===== src/rtl/wb_bypass_arbiter.sv =====
// Writeback arbiter: round-robin selection of one functional-unit result per
// cycle onto a registered writeback bus. The last BYPASS_LENGTH writebacks are
// kept as bypass entries, and two combinational lookup ports read them.
// Ports:
//   clk, rst          clock, asynchronous active-high reset
//   flush             pipeline flush; suppresses the grant, clears wb/bypass valid
//   fu_valid/fu_ready per-FU request/grant handshake (FU 0=ALU .. 4=FPU)
//   fu_rd_we, fu_phys_rd, fu_result, fu_rob_idx   per-FU result payload, FU i at slice i
//   wb_*              registered writeback bus (PRF write, ROB done, IQ wakeup)
//   byp_*             bypass history, entry 0 youngest
//   q_tag/q_hit/q_data  two lookup ports (0 = rs1, 1 = rs2)
module wb_bypass_arbiter #(
  parameter int unsigned NUM_FU         = 5,
  parameter int unsigned INT_DATA_W     = 32,
  parameter int unsigned PHYS_REG_IDX_W = 6,
  parameter int unsigned ROB_IDX_W      = 4,
  parameter int unsigned BYPASS_LENGTH  = 3
) (
  input  logic                                    clk,
  input  logic                                    rst,
  input  logic                                    flush,
  input  logic [NUM_FU-1:0]                       fu_valid,
  output logic [NUM_FU-1:0]                       fu_ready,
  input  logic [NUM_FU-1:0]                       fu_rd_we,
  input  logic [NUM_FU*PHYS_REG_IDX_W-1:0]        fu_phys_rd,
  input  logic [NUM_FU*INT_DATA_W-1:0]            fu_result,
  input  logic [NUM_FU*ROB_IDX_W-1:0]             fu_rob_idx,
  output logic                                    wb_valid,
  output logic                                    wb_rd_we,
  output logic [PHYS_REG_IDX_W-1:0]               wb_phys_rd,
  output logic [INT_DATA_W-1:0]                   wb_result,
  output logic [ROB_IDX_W-1:0]                    wb_rob_idx,
  output logic [BYPASS_LENGTH-1:0]                byp_valid,
  output logic [BYPASS_LENGTH*PHYS_REG_IDX_W-1:0] byp_phys_rd,
  output logic [BYPASS_LENGTH*INT_DATA_W-1:0]     byp_result,
  input  logic [2*PHYS_REG_IDX_W-1:0]             q_tag,
  output logic [1:0]                              q_hit,
  output logic [2*INT_DATA_W-1:0]                 q_data
);

  localparam int unsigned PTR_W = (NUM_FU > 1) ? $clog2(NUM_FU) : 1;
  localparam int unsigned PW    = PHYS_REG_IDX_W;
  localparam int unsigned DW    = INT_DATA_W;
  localparam int unsigned RW    = ROB_IDX_W;

  logic [PTR_W-1:0] rr_ptr;
  logic [PTR_W-1:0] grant_idx;
  logic [PTR_W-1:0] next_ptr;
  logic             grant;
  int unsigned      scan_idx;
  logic [PW-1:0]    sel_phys_rd;
  logic [DW-1:0]    sel_result;
  logic [RW-1:0]    sel_rob_idx;
  logic             sel_rd_we;

  // Round-robin scan from rr_ptr upward with wrap; first requester wins.
  // The grant is suppressed during flush and while reset is asserted.
  always_comb begin
    grant     = 1'b0;
    grant_idx = '0;
    scan_idx  = 0;
    fu_ready  = '0;
    for (int unsigned i = 0; i < NUM_FU; i++) begin
      scan_idx = 32'(rr_ptr) + i;
      if (scan_idx >= NUM_FU) scan_idx = scan_idx - NUM_FU;
      if (!grant && fu_valid[scan_idx]) begin
        grant     = 1'b1;
        grant_idx = PTR_W'(scan_idx);
      end
    end
    if (rst || flush) grant = 1'b0;
    if (grant) fu_ready[grant_idx] = 1'b1;
  end

  // Payload of the selected FU and the pointer value after a grant.
  always_comb begin
    sel_phys_rd = fu_phys_rd[32'(grant_idx)*PW +: PW];
    sel_result  = fu_result[32'(grant_idx)*DW +: DW];
    sel_rob_idx = fu_rob_idx[32'(grant_idx)*RW +: RW];
    sel_rd_we   = fu_rd_we[grant_idx];
    next_ptr    = (32'(grant_idx) == NUM_FU - 1) ? '0 : grant_idx + PTR_W'(1);
  end

  // Writeback register, bypass shift history and round-robin pointer.
  always_ff @(posedge clk or posedge rst) begin
    if (rst) begin
      rr_ptr      <= '0;
      wb_valid    <= 1'b0;
      wb_rd_we    <= 1'b0;
      wb_phys_rd  <= '0;
      wb_result   <= '0;
      wb_rob_idx  <= '0;
      byp_valid   <= '0;
      byp_phys_rd <= '0;
      byp_result  <= '0;
    end else if (flush) begin
      // Tags/data may go stale; only the valid bits matter after a flush.
      wb_valid  <= 1'b0;
      wb_rd_we  <= 1'b0;
      byp_valid <= '0;
    end else begin
      wb_valid <= grant;
      wb_rd_we <= grant & sel_rd_we;
      if (grant) begin
        rr_ptr     <= next_ptr;
        wb_phys_rd <= sel_phys_rd;
        wb_result  <= sel_result;
        wb_rob_idx <= sel_rob_idx;
      end
      for (int unsigned k = BYPASS_LENGTH - 1; k > 0; k--) begin
        byp_valid[k]             <= byp_valid[k-1];
        byp_phys_rd[k*PW +: PW]  <= byp_phys_rd[(k-1)*PW +: PW];
        byp_result[k*DW +: DW]   <= byp_result[(k-1)*DW +: DW];
      end
      // Non-writing results enter as an invalid bubble.
      byp_valid[0]       <= grant & sel_rd_we;
      byp_phys_rd[PW-1:0] <= sel_phys_rd;
      byp_result[DW-1:0]  <= sel_result;
    end
  end

  // Lookup: scan oldest to youngest so the youngest match overwrites.
  always_comb begin
    q_hit  = '0;
    q_data = '0;
    for (int unsigned p = 0; p < 2; p++) begin
      for (int k = int'(BYPASS_LENGTH) - 1; k >= 0; k--) begin
        if (byp_valid[k] && (byp_phys_rd[k*PW +: PW] == q_tag[p*PW +: PW])) begin
          q_hit[p]            = 1'b1;
          q_data[p*DW +: DW]  = byp_result[k*DW +: DW];
        end
      end
    end
  end

endmodule

===== config.mk =====
export PLATFORM = sky130hd
export DESIGN_NAME = wb_bypass_arbiter
export DESIGN_NICKNAME = d
export VERILOG_FILES = /design/src/rtl/wb_bypass_arbiter.sv
export SDC_FILE = /design/constraint.sdc
export NUM_CORES = 1
export LEC_CHECK = 0
export CAP_MARGIN = 20
export CORE_AREA = 2 2 183 185
export DETAILED_ROUTE_END_ITERATION = 16
export DIE_AREA = 0 0 185 187
export PLACE_DENSITY = 0.65
export SYNTH_ARGS = -nofsm -noshare
export SYNTH_HDL_FRONTEND = slang
export SYNTH_SLANG_ARGS = --single-unit

===== constraint.sdc =====
create_clock -name clk -period 15.72 [get_ports clk]
set_input_delay 3.144 -clock clk [delete_from_list [all_inputs] [get_ports clk]]
set_output_delay 3.144 -clock clk [all_outputs]
set_load 0.005 [all_outputs]

# Yosys cells after proc, flatten, opt, wreduce, memory -nomap -nowiden
# Index checks and enable logic that the tools add are counted.
# totals
reg_bits	164
latchBits	0
ramBits	0
rom_bits	0
inputBits	235
wordCells	108
memories	0
# op_classes
n_addsub	10
mul	1
div	0
n_lt_le_gt_ge	12
eq_ne	7
shift	3
muxes	47
bitwise	2
n_reduce_logical	17
# op_table
op	n
$mux 32	11
$lt 32x4->1 const B	5
$shiftx 160x9->32	1
$eq 6x6->1	6
$shiftx 30x7->6	1
$mux 1	21
$mux 3	7
$shiftx 20x6->4	1
$sub 4x3->5 const B	4
$bmux 1 s3	6
$ge 4x3->1 const B	4
$logic_and 1x1->1	11
$add 3x2->4 const B	2
$mul 3x2->5 const B	1
$mux 5	1
$add 3x1->4 const B	1
$add 3x3->4 const B	1
$logic_not 1->1	4
$lt 3x4->1 const B	1
$sub 3x3->4 const B	1
$add 3x1->3 const B	1
$demux 1 s3	1
$eq 3x3->1 const B	1
$ge 3x1->1 const B	1
5 further kinds	5

# Depth between registers and ports, before layout
# Gate-level depths: netlist (run 1).
# depth
depth_word	22
mapped_depth	18
ltp_nobuf	16

# Worst setup path before layout (run 1)
# Ideal clock, no wire load.
# synth_timing
path_kind	input to output
startpoint	input fu_valid[1]
endpoint	output fu_ready[1]
arrival_ns	5.222
t_required_ns	12.576
slack_ns	7.354
stages	10
n_path_buf	2
path_cell_list	mux4_2 -> nand3b_1 -> o21ai_1 -> nor3_2 -> nand4b_2 -> a211o_1 -> and2_1 -> buf_6 -> buf_6 -> nor3_1
# synth_between
elab_chain_len	20
# synth_lines
item	line_no	source
from (decl)	22	input logic [NUM_FU-1:0] fu_valid,
$bmux 1 s3	66	if (!grant && fu_valid[scan_idx]) begin
$mux 1 (not written as such)	66	
$mux 1	66	
$logic_not 1->1	66	
$logic_and 1x1->1	66	
$mux 1	66	
$logic_not 1->1	66	
$logic_and 1x1->1	66	
[... 4 more ...]	-	
$logic_not 1->1	66	
$logic_and 1x1->1	66	
$mux 3	66	
$lt 3x4->1 (not written as such) / $ge 3x1->1 (equally long branches)	72	if (grant) fu_ready[grant_idx] = 1'b1;
$logic_and 1x1->1 (not written as such)	72	
$mux 1 (not written as such)	72	
$demux 1 s3	72	
$mux 5 (*)	72	
to (decl)	23	output logic [NUM_FU-1:0] fu_ready,
# Every way passes the cells marked *; elsewhere a longest branch is shown, timed or not. The select of a mux whose other input is x is not followed.

# Worst setup path after layout (run 1)
# layout_timing
startpoint	input fu_valid[3]
endpoint	output fu_ready[2]
# Same word-level chain as after synthesis.

==> results of run 1 <==
==> where the power goes <==
part	leakage [nW]	switching (mW)	internal, mW
Combinational	3.99	1.27	1.10
Clock	0.305	0.208	0.246
Sequential	2.01	0.283	0.637
==> worst min-delay path: cells and delay by family (launching register included) <==
kind | cells | cell delay (ps)
AOI/OAI and AO/OA | 2 | 160
DFF | 1 | 340
==> cells in the final DEF, fill, tap and decap left out, types with 8 or more instances in the layout <==
cell	synthesis	layout
a21boi_0	37	37
a21oi_1	11	11
clkbuf_16	0	17
o211ai_1	78	78
nand2b_1	10	8
a221o_1	8	8
diode_2	0	8
buf_4	9	17
nand2_1	76	75
nor2_1	15	11
xnor2_1	23	23
ha_1	14	14
inv_1	12	11
a22oi_1	138	138
and3_1	42	42
mux2i_1	46	46
o21ai_0	139	139
xor2_1	19	19
dfrtp_1	163	163
clkdlybuf4s50_1	0	465
mux2_2	76	76
==> cell families (layout without fill, tap and decap cells) <==
group,Yosys count,in the layout,share of synthesized area
AOI/OAI and AO/OA,472,472,0.3032
and+or+nand+nor,193,193,0.09376
DFF,163,163,0.3764
muxes,125,125,0.1281
buffers and inverters,115,532,0.04838
xor gates and xnor gates,42,42,0.03395
adders and majority gates,14,14,0.01617
other,0,8,0
==> final cells by class <==
class	count	area, µm²
Antenna cell	8	20.02
Multi-Input combinational cell	846	6312
Timing Repair Buffer	484	4830
Tap cell	448	560.5
Fill cell	3082	16360
Clock buffer	17	425.4
Clock inverter	15	214.0
Inverter	16	65.06
Sequential cell	163	4079
==> state kept, by name, summed over array words and instances (netlist names) <==
name	cells
wb_phys_rd	6
byp_valid	3
byp_phys_rd	18
byp_result	96
wb_result	32
wb_valid	1
wb_rob_idx	4
rr_ptr	3
==> per-layer routing <==
metal	up-vias	routed length, µm	part of all wire	GRT usage
li1	5150	-	-	-
met1	5484	19150	0.41	0.3375
met2	521	22250	0.48	0.4291
met3	72	3218	0.070	0.05004
met4	2	1519	0.033	0.09707
met5	-	13	0.00028	0
==> metrics by stage <==
stage,power [mW],utilization
2_1_floorplan,2.305,-
3_3_place_gp,3.254,0.4808
3_5_place_dp,3.297,0.4814
4_1_cts,3.757,0.5008
5_1_grt,4.017,0.5021
6_report,3.750,0.5023
==> worst min-delay path by stage <==
stage                         end  slack [ps]  cells after the start
finish              wb_phys_rd[1]         540                      2
floorplan           wb_rob_idx[0]         520                      1
global route        wb_phys_rd[5]         560                      2
global placement    wb_phys_rd[4]         520                      2
detailed placement  wb_phys_rd[5]         530                      2
CTS                 wb_phys_rd[5]         540                      2
==> flow_metrics.py, run 1 <==
metrics = {
    "run_status": {
        "status": "finished clean",
    },
    "cts": {
        "clk_latency_ps": 420,
        "cts_made_buffers": 17,
        "htreeDepth": 4,
        "holdBufCountCts": 0,
        "cts_root_buf": "clkbuf_16",
        "cts_max_path_buffers": 2,
        "clk_pin_slew_ps": 70,
        "post_cts_buffers": 0,
        "cts_tree": "yes",
        "cts_resized": 0,
        "cts.sinks": 163,
    },
    "global_routing": {
        "antenna_found_initial": 9,
        "grt_use_total": 0.2603,
        "grt_pass1_wl_um": 68280,
        "grt_pass1_vias": 10760,
        "gr-total-overflow": 0,
        "grt_max_degree": 84,
    },
    "yosys": {
        "async_flop_share": 1.000,
        "seq_area_frac_synth": 0.3764,
        "ys_ff_latch": 163,
        "syn_avg_cell_area_um2": 9.640,
        "synth.net_count": 1373,
        "synth_edf_count": 0,
        "syn_inst": 1124,
        "synth.most_common_cell": "dfrtp_1",
        "ys.warnings.count": 0,
        "yosys-top-cells-area": "dfrtp_1, a22oi_1, mux2_2, o21ai_0, o211ai_1",
        "synth_top_area_frac": 0.3764,
        "synth_cell_types": 80,
        "synth_area_um2": 10840,
        "ys.flop_type": "dfrtp_1",
        "yosys.area.top_type": "dfrtp_1",
        "synth_common_cells": "dfrtp_1, o21ai_0, a22oi_1",
    },
    "placed_design": {
        "io_buffers": 466,
        "dpl_cell_area_um2": 15820,
        "dp_hpwl_um": 33760,
        "pre_cts_slack_ps": 5300,
        "dp_cells": 1956,
        "place.gp.congestion": 0.9053,
    },
    "critical_path": {
        "r2r_end": "rr_ptr[2]",
        "r2r-start": "rr_ptr[1]",
        "crit_path_max_fanout": 77,
        "start_kind": "primary input",
        "cp_num_buf_inv": 4,
        "r2r_slack_ps": 9830,
        "path_class": "in -> out",
        "cp_slowest_cell": "clkdlybuf4s50_1",
        "cpLargestDelayFamily": "buffers and inverters",
        "critPathCaptureType": "output pin",
        "cpMostUsedCell": "clkdlybuf4s50_1",
        "path_cells": "clkdlybuf4s50_1 -> mux2i_1 -> mux4_1 -> nor2_2 -> inv_1 -> a41oi_1 -> a21o_2 -> buf_4 -> nand2_1 -> nor3_1 -> clkdlybuf4s50_1",
        "max_stage_delay_ps": 640,
        "required_ps": 12580,
        "worstPathArrival_ps": 7220,
        "rr_worst_depth": 16,
        "cp.depth": 11,
        "cp-startpoint": "fu_valid[3]",
        "worstSetupEndpoint": "fu_ready[2]",
    },
    "flow_run": {
        "max_cap_viol_count": 0,
    },
    "sta": {
        "hold_viol_final": 0,
        "layout_setup_ws_ps": 5353,
        "hold_ws_ps": 542.2,
        "finalMaxSlewViolations": 0,
        "setup_viol": 0,
        "rsz0062_at_grt": "false",
        "clock.fmax_ghz": 0.09646,
        "fin_crit_ps": 10370,
        "final.period_utilization": 0.6595,
        "tns_ps": 0,
        "finalClockSkew_ps": 13.25,
        "max_slew_margin": 0.2998,
        "tightest_slew_ps": 1050,
    },
    "finish": {
        "layout-drive-gt1-share": 0.1058,
        "final_nets": 1777,
        "area_delta_synth_final_pct": 52.33,
        "final_cell_area_um2": 16510,
        "instances_no_fill": 1997,
    },
    "route": {
        "route.antenna.remaining_nets": 0,
        "wl_um": 46160,
        "route.detailed.drc": 0,
        "first_pass_iters": 6,
        "via_per_inst": 5.623,
        "wl_per_cell_um": 23.11,
        "drt_iter0_drc": 822,
        "route.vias.total": 11230,
    },
    "power": {
        "peakVddDrop_mv": 0.2810,
        "power.density_nw_per_um2": 227.2,
        "cellLeakagePower_nw": 6.310,
    },
    "floorplan": {
        "start_util": 0.3297,
        "die_x_um": 185,
        "rows": 67,
        "core_um2": 32860,
        "io_pins": 467,
        "die_area_um2": 34600,
        "die_y_um": 187,
    },
    "worst_hold_path": {
        "hp-class": "reg -> reg",
        "min_from": "wb_phys_rd[1]",
    },
}
No activity file was read; power rests on OpenSTA's default activity.
==> run 2: changes to the inputs <==
- clock period: 15.72 -> 10.6 ns (I/O delays scaled with it)
==> run 2 against run 1 <==
Compared with the run above:
- design area down 0.17%
- critical path depth unchanged
- critical endpoint unchanged
- combinational power is 49% higher
- non-clock buffer count unchanged
- highest routed layer unchanged
- utilization is 0.084 points lower
- hold slack barely moved
- first-iteration DRC count shrank 3.5%
- sequential power up 48%
==> flow_metrics.py, run 2 (synthesis gave the netlist of run 1 again) <==
metrics = {
    "run_status": {
        "status": "finished clean",
    },
    "critical_path": {
        "cp_slowest_cell": "clkdlybuf4s50_1",
        "path_cells": "clkdlybuf4s50_1 -> mux2i_1 -> mux4_1 -> nor2_2 -> a21oi_1 -> nand4b_2 -> a211o_1 -> and2_1 -> inv_1 -> nor3_1 -> clkdlybuf4s50_1",
        "rr_worst_depth": 11,
        "max_stage_delay_ps": 620,
        "start_kind": "primary input",
        "required_ps": 8480,
        "worstPathArrival_ps": 6160,
        "cpMostUsedCell": "clkdlybuf4s50_1",
        "r2r_slack_ps": 5110,
        "critPathCaptureType": "output pin",
        "r2r-start": "rr_ptr[1]",
        "crit_path_max_fanout": 15,
        "path_class": "in -> out",
        "r2r_end": "byp_result[15]",
    },
    "placed_design": {
        "io_buffers": 466,
        "dpl_cell_area_um2": 15830,
        "dp_hpwl_um": 34060,
        "place.gp.congestion": 0.8807,
        "pre_cts_slack_ps": 2336,
    },
    "sta": {
        "finalClockSkew_ps": 19.21,
        "clock.fmax_ghz": 0.1207,
        "fin_crit_ps": 8283,
        "rsz0062_at_grt": "false",
        "tns_ps": 0,
        "final.period_utilization": 0.7814,
        "tightest_slew_ps": 1125,
        "finalMaxSlewViolations": 0,
        "hold_viol_final": 0,
        "setup_viol": 0,
        "max_slew_margin": 0.2502,
        "layout_setup_ws_ps": 2317,
    },
    "route": {
        "wl_um": 46170,
        "via_per_inst": 5.638,
        "wl_per_cell_um": 23.18,
        "route.vias.total": 11230,
        "route.detailed.drc": 0,
        "route.antenna.remaining_nets": 0,
        "first_pass_iters": 7,
        "drt_iter0_drc": 793,
    },
    "cts": {
        "cts_max_path_buffers": 2,
        "clk_latency_ps": 440,
        "cts_made_buffers": 17,
        "cts_root_buf": "clkbuf_16",
        "clk_pin_slew_ps": 70,
        "cts_tree": "yes",
        "cts_resized": 0,
        "post_cts_buffers": 0,
        "cts.sinks": 163,
        "holdBufCountCts": 0,
        "htreeDepth": 4,
    },
    "finish": {
        "final_cell_area_um2": 16480,
        "layout-drive-gt1-share": 0.1058,
        "final_nets": 1777,
        "nFillCells": 3106,
        "multiInputGateArea_um2": 6312,
        "layout_common_cells": "clkdlybuf4s50_1, dfrtp_1, o21ai_0, a22oi_1, o211ai_1",
        "final_core_util": 0.5014,
        "layout_commonest_cell": "clkdlybuf4s50_1",
        "largest-register": "byp_result",
        "seq_area_um2": 4079,
        "top_regs": "byp_result (96), wb_result (32), byp_phys_rd (18)",
        "largest_register_ffs": 96,
        "area_delta_synth_final_pct": 52.08,
    },
    "floorplan": {
        "die_x_um": 185,
        "start_util": 0.3297,
        "die_y_um": 187,
        "rows": 67,
        "die_area_um2": 34600,
        "io_pins": 467,
        "core_um2": 32860,
    },
    "worst_hold_path": {
        "holdPathStages": 2,
        "hp-class": "reg -> reg",
        "worstHoldEndpoint": "wb_phys_rd[5]",
        "min_from": "wb_phys_rd[5]",
    },
    "power": {
        "power.total_mw": 5.549,
        "power_frac_seq": 0.246,
        "p_int_mw": 2.924,
        "switching_share": 0.4731,
        "combPwrFrac": 0.638,
        "cellLeakagePower_nw": 6.311,
        "peakVddDrop_mv": 0.4497,
        "switchingPower_mw": 2.625,
        "p_clk_frac": 0.116,
        "power.density_nw_per_um2": 336.7,
    },
    "global_routing": {
        "grt_pass1_vias": 10890,
        "grt_max_degree": 85,
        "grt_pass1_wl_um": 69190,
        "grt_use_total": 0.2629,
        "gr-total-overflow": 0,
        "antenna_found_initial": 6,
    },
    "flow_run": {
        "max_cap_viol_count": 0,
    },
}
-- run 2: cell type report --
type	count	share of cell area
antenna	3	0.0004556
clock buffer	17	0.02582
clock inverter	15	0.01162
inverter	16	0.003948
multi-input combinational	846	0.3831
sequential	163	0.2475
tap	448	0.03402
timing repair buffer	484	0.2935
-- run 2: power by group through the flow --
stage	combinational (mW)	clock, mW	sequential, mW
final	3.54	0.645	1.36
after global routing	3.84	0.686	1.41
after CTS	3.55	0.660	1.36
after detailed placement	3.54	0	1.37
after global placement	3.48	0	1.36
after floorplan	2.18	0	1.24
-- run 2: critical path: cells and delay by family --
family	cells	cell delay, ps
and+or+nand+nor	4	1390
buffers and inverters	3	1410
muxes	2	800
AOI/OAI and AO/OA	2	430
-- run 2: per-layer routing --
| metal | global-route usage | vias to the layer above | wire length (µm) |
|---|---|---|---|
| met3 | 0.05257 | 67 | 3680 |
| met5 | 0 | - | 57 |
| met1 | 0.3409 | 5484 | 18760 |
| li1 | - | 5142 | - |
| met2 | 0.4369 | 529 | 22350 |
| met4 | 0.08669 | 8 | 1325 |
-- run 2: per-stage QoR --
step | cells | hold WS (ps)
finish | 1992 | 541.8
global route | 1990 | 560.2
CTS | 1988 | 538.6
detailed placement | 1956 | 523.8
global placement | 1955 | 518.5
floorplan | 1124 | 518.1
-- run 2: worst max path at each step --
stage | start | endpoint | slack (ps) | depth (start not counted)
floorplan | rst | byp_phys_rd[0] | 4080 | 1
global placement | fu_valid[3] | fu_ready[2] | 2440 | 11
detailed placement | fu_valid[3] | fu_ready[2] | 2340 | 11
CTS | fu_valid[3] | fu_ready[2] | 2330 | 11
global route | fu_valid[3] | fu_ready[2] | 2140 | 11
finish | fu_valid[3] | fu_ready[2] | 2320 | 11
==> variant 1: new RTL, flow settings as in run 1 <==
Set the parameter `ROB_IDX_W` to 5 (it was 4).
--- a/src/rtl/wb_bypass_arbiter.sv
+++ b/src/rtl/wb_bypass_arbiter.sv
@@ -13,7 +13,7 @@
   parameter int unsigned NUM_FU         = 5,
   parameter int unsigned INT_DATA_W     = 32,
   parameter int unsigned PHYS_REG_IDX_W = 6,
-  parameter int unsigned ROB_IDX_W      = 4,
+  parameter int unsigned ROB_IDX_W      = 5,
   parameter int unsigned BYPASS_LENGTH  = 3
 ) (
   input  logic                                    clk,
Interface: changed (resized fu_rob_idx and wb_rob_idx); port bits go from 467 to 473. No check against the original RTL was run, so the function may have changed too.
==> variant 1 against run 1 <==
Critical path depth did not move; clock power fell by 7.5%; setup slack lost 0.83 ns; highest routed layer is now met4; power increased by 31%; core utilization grew 0.75 points; via count is 0.97% higher; final area is 1.5% higher; wire length up 1.2%; sequential cell count rose by 1; synthesized area up 2.3%; clock skew is 0.0095 ns higher.
==> variant 1: results (changes against run 1) <==
Detailed routing
  • Metal2 WL: 22.3 mm (+0.19%)
  • Drt first pass iters: 5 (-1)
  • Top sig layer: met4
  • First-iteration detailed-routing DRC count: 902 (+9.7%)
  • Metal-1 WL: 20.5 mm (+7.0%)
  • Routed WL: 46.7 mm (+1.2%)
  • Via-per-instance ratio: 5.56 (-1.2%)

Power
  • Leakage: 6.76 nW (+7.1%)
  • Clock Power Share: 0.086 (-0.035)
  • Total Power: 0.00490 W (+31%)

Min path
  • Hold path startpoint: wb_result[14]

Global routing
  • Vias in the first global route: 10900 (+1.4%)
  • Met1 GRT Util: 0.363 (+0.0256)
  • Initial antenna violation count: 0 (-9)
  • First-pass GRT wire length: 69.9 mm (+2.3%)
  • Met2 GRT Util: 0.435 (+0.00576)

Setup path
  • R2r setup slk: 9.18 ns (-0.65 ns)
  • Reg-to-reg endpoint: byp_result[23]
  • Worst-path maximum fanout: 26 (-66%)
  • WP data arrival: 8.06 ns (+0.84 ns)
  • Worst R2R Path Depth: 12 (-4)
  • CP Capture Point: fu_ready[0]

Place
  • Number of port buffers: 472 (+1.3%)

Yosys
  • Syn nets: 1433 (+4.4%)
  • Post-synth cell types: 76 (-5.0%)

Cells and area
  • Diode count: 0 (-8)
  • Filler cells: 3055 (-0.88%)

STA
  • Final Skew: 0.0227 ns (+0.00946 ns)
  • Slew margin rel.: 0.328 (+0.0284)
  • WHS: 0.489 ns (-0.0531 ns)

Outcome
  • Status: completed
[variant 1: cells by family after synthesis]
| kind of cell | count (synthesis) | synth area share |
|---|---|---|
| XOR/XNOR | 43 | 0.0353 |
| AND/OR/NAND/NOR | 335 | 0.151 |
| AO/OA/AOI/OAI | 363 | 0.242 |
| flip-flops | 164 | 0.370 |
| multiplexers | 135 | 0.135 |
| adder cells (fa/ha/maj) | 14 | 0.0158 |
| buffers and inverters | 125 | 0.0501 |
[variant 1: per-stage QoR]
step                setup WS, ns   util  area (um^2)
floorplan                   6.87      -        11100
global placement            4.32  0.488        16000
detailed placement          4.23  0.488        16000
CTS                         4.21  0.506        16600
global route                4.27  0.510        16800
finish                      4.52  0.510        16800
[variant 1: layout make-up]
class                      instances  area (um^2)  area share
multi-input combinational        890         6480       0.387
sequential                       164         4100       0.245
clock buffer                      17          425      0.0254
clock inverter                    15          168      0.0100
timing repair buffer             492         4960       0.296
inverter                          14         57.6     0.00344
tap                              448          561      0.0335
==> variant 2: new RTL, settings of run 1 <==
Made on the original files. Make the reset (`rst`) synchronous in one clocked block. Comments in the files are not updated.
--- a/src/rtl/wb_bypass_arbiter.sv
+++ b/src/rtl/wb_bypass_arbiter.sv
@@ -82,7 +82,7 @@
   end
 
   // Writeback register, bypass shift history and round-robin pointer.
-  always_ff @(posedge clk or posedge rst) begin
+  always_ff @(posedge clk) begin
     if (rst) begin
       rr_ptr      <= '0;
       wb_valid    <= 1'b0;
Check against the original RTL: not equivalent (a bounded check fails within 4 cycles, from zero or initial values and one cycle with rst high; the reset may be asserted at any time).
==> variant 2 against run 1 <==
Wire length is 14% higher; power is 3.9% lower; clock power is 6.2% lower; critical path depth is 1 higher; final area is 1.5% higher; setup slack worse by 0.58 ns; global-route usage is 3.5 points higher; core utilization is 0.74 points higher; register-to-register slack worse by 0.64 ns; synthesized cell count is 24% higher; sequential cell count stayed put; synthesized area is 4.7% higher; sequential power is 23% lower; critical endpoint is now fu_ready[0].
==> variant 2: results (changes against run 1) <==
Power
  • Worst vdd ir: 0.407 mV (+45%)
  • Clock Power Share: 0.119 (-0.002)
  • Pint: 0.00177 W (-11%)
  • Power Sequential: 0.000704 W (-23%)
  • Leakage: 6.21 nW (-1.6%)

Outcome
  • Status: completed

Yosys
  • Ys flop type: dfxtp_1
  • Sequential-to-total area share from yosys stat: 0.288 (-0.0888)
  • Multiplexer share of the synthesized area: 0.116 (-0.0120)
  • Complex-gate fraction of the synthesized area: 0.304 (about the same)
  • Synth Area in Adders: 0.0154 (-0.000726)
  • Post-Synth XOR/XNOR Area: 0.0324 (-0.00152)
  • Syn nets: 1648 (+20%)

Detailed routing
  • Total number of vias: 12900 (+15%)
  • Routed wire length per instance: 23.7 um (+2.7%)
  • Routed WL: 52.8 mm (+14%)
  • Drt first pass iters: 5 (-1)

Global routing
  • Total track usage: 0.295 (+0.0349)
  • Met1 GRT Util: 0.386 (+0.0484)
  • Initial antenna violation count: 5 (-4)
  • Largest net degree at the start of global routing: 96 (+14%)

Place
  • Inst Count DP: 2189 (+12%)
  • DP HPWL: 38.2 mm (+13%)
  • Placed Area: 16100 um^2 (+2.1%)

STA
  • Slew margin rel.: 0.242 (-0.0583)
  • Final Skew: 0.0190 ns (+0.00579 ns)
  • WHS: 0.492 ns (-0.0500 ns)
  • Final WS setup: 4.77 ns (-0.582 ns)

Setup path
  • Reg-to-reg endpoint: rr_ptr[2]
  • CP peak stage delay: 0.83 ns (+0.19 ns)
  • WP data arrival: 7.80 ns (+0.58 ns)
  • Slowest cell on crit path: nand2_2

Cells and area
  • Multi-input gate area: 7450 um^2 (+18%)
  • Share of layout cells above drive strength 1: 0.0547 (-0.0511)

Min path
  • Hold path startpoint: wb_result[10]
variant 2: cell count changes in the layout (fill, tap and decap cells not counted), moves of 37 or more:
| cell | run 1 | this run |
|---|---|---|
| a21boi_0 | 37 | 0 |
| a311oi_1 | 0 | 59 |
| and2_1 | 6 | 57 |
| and3_1 | 42 | 3 |
| dfrtp_1 | 163 | 0 |
| dfxtp_1 | 0 | 163 |
| mux2_2 | 76 | 2 |
| mux2i_1 | 46 | 127 |
| nand3_1 | 0 | 57 |
| nor2_1 | 11 | 125 |
| o211ai_1 | 78 | 21 |
variant 2: final cells by class:
class                      count  area share
antenna                        3    0.000448
clock buffer                  17      0.0254
clock inverter                15      0.0100
inverter                      16     0.00359
multi-input combinational   1076       0.445
sequential                   163       0.195
tap                          448      0.0335
timing repair buffer         486       0.287
variant 2: tightest hold or removal path: stages, from the launching register on:
cell,delay (ns)
dfxtp_1,0.33
a22oi_1,0.07
o221ai_1,0.06
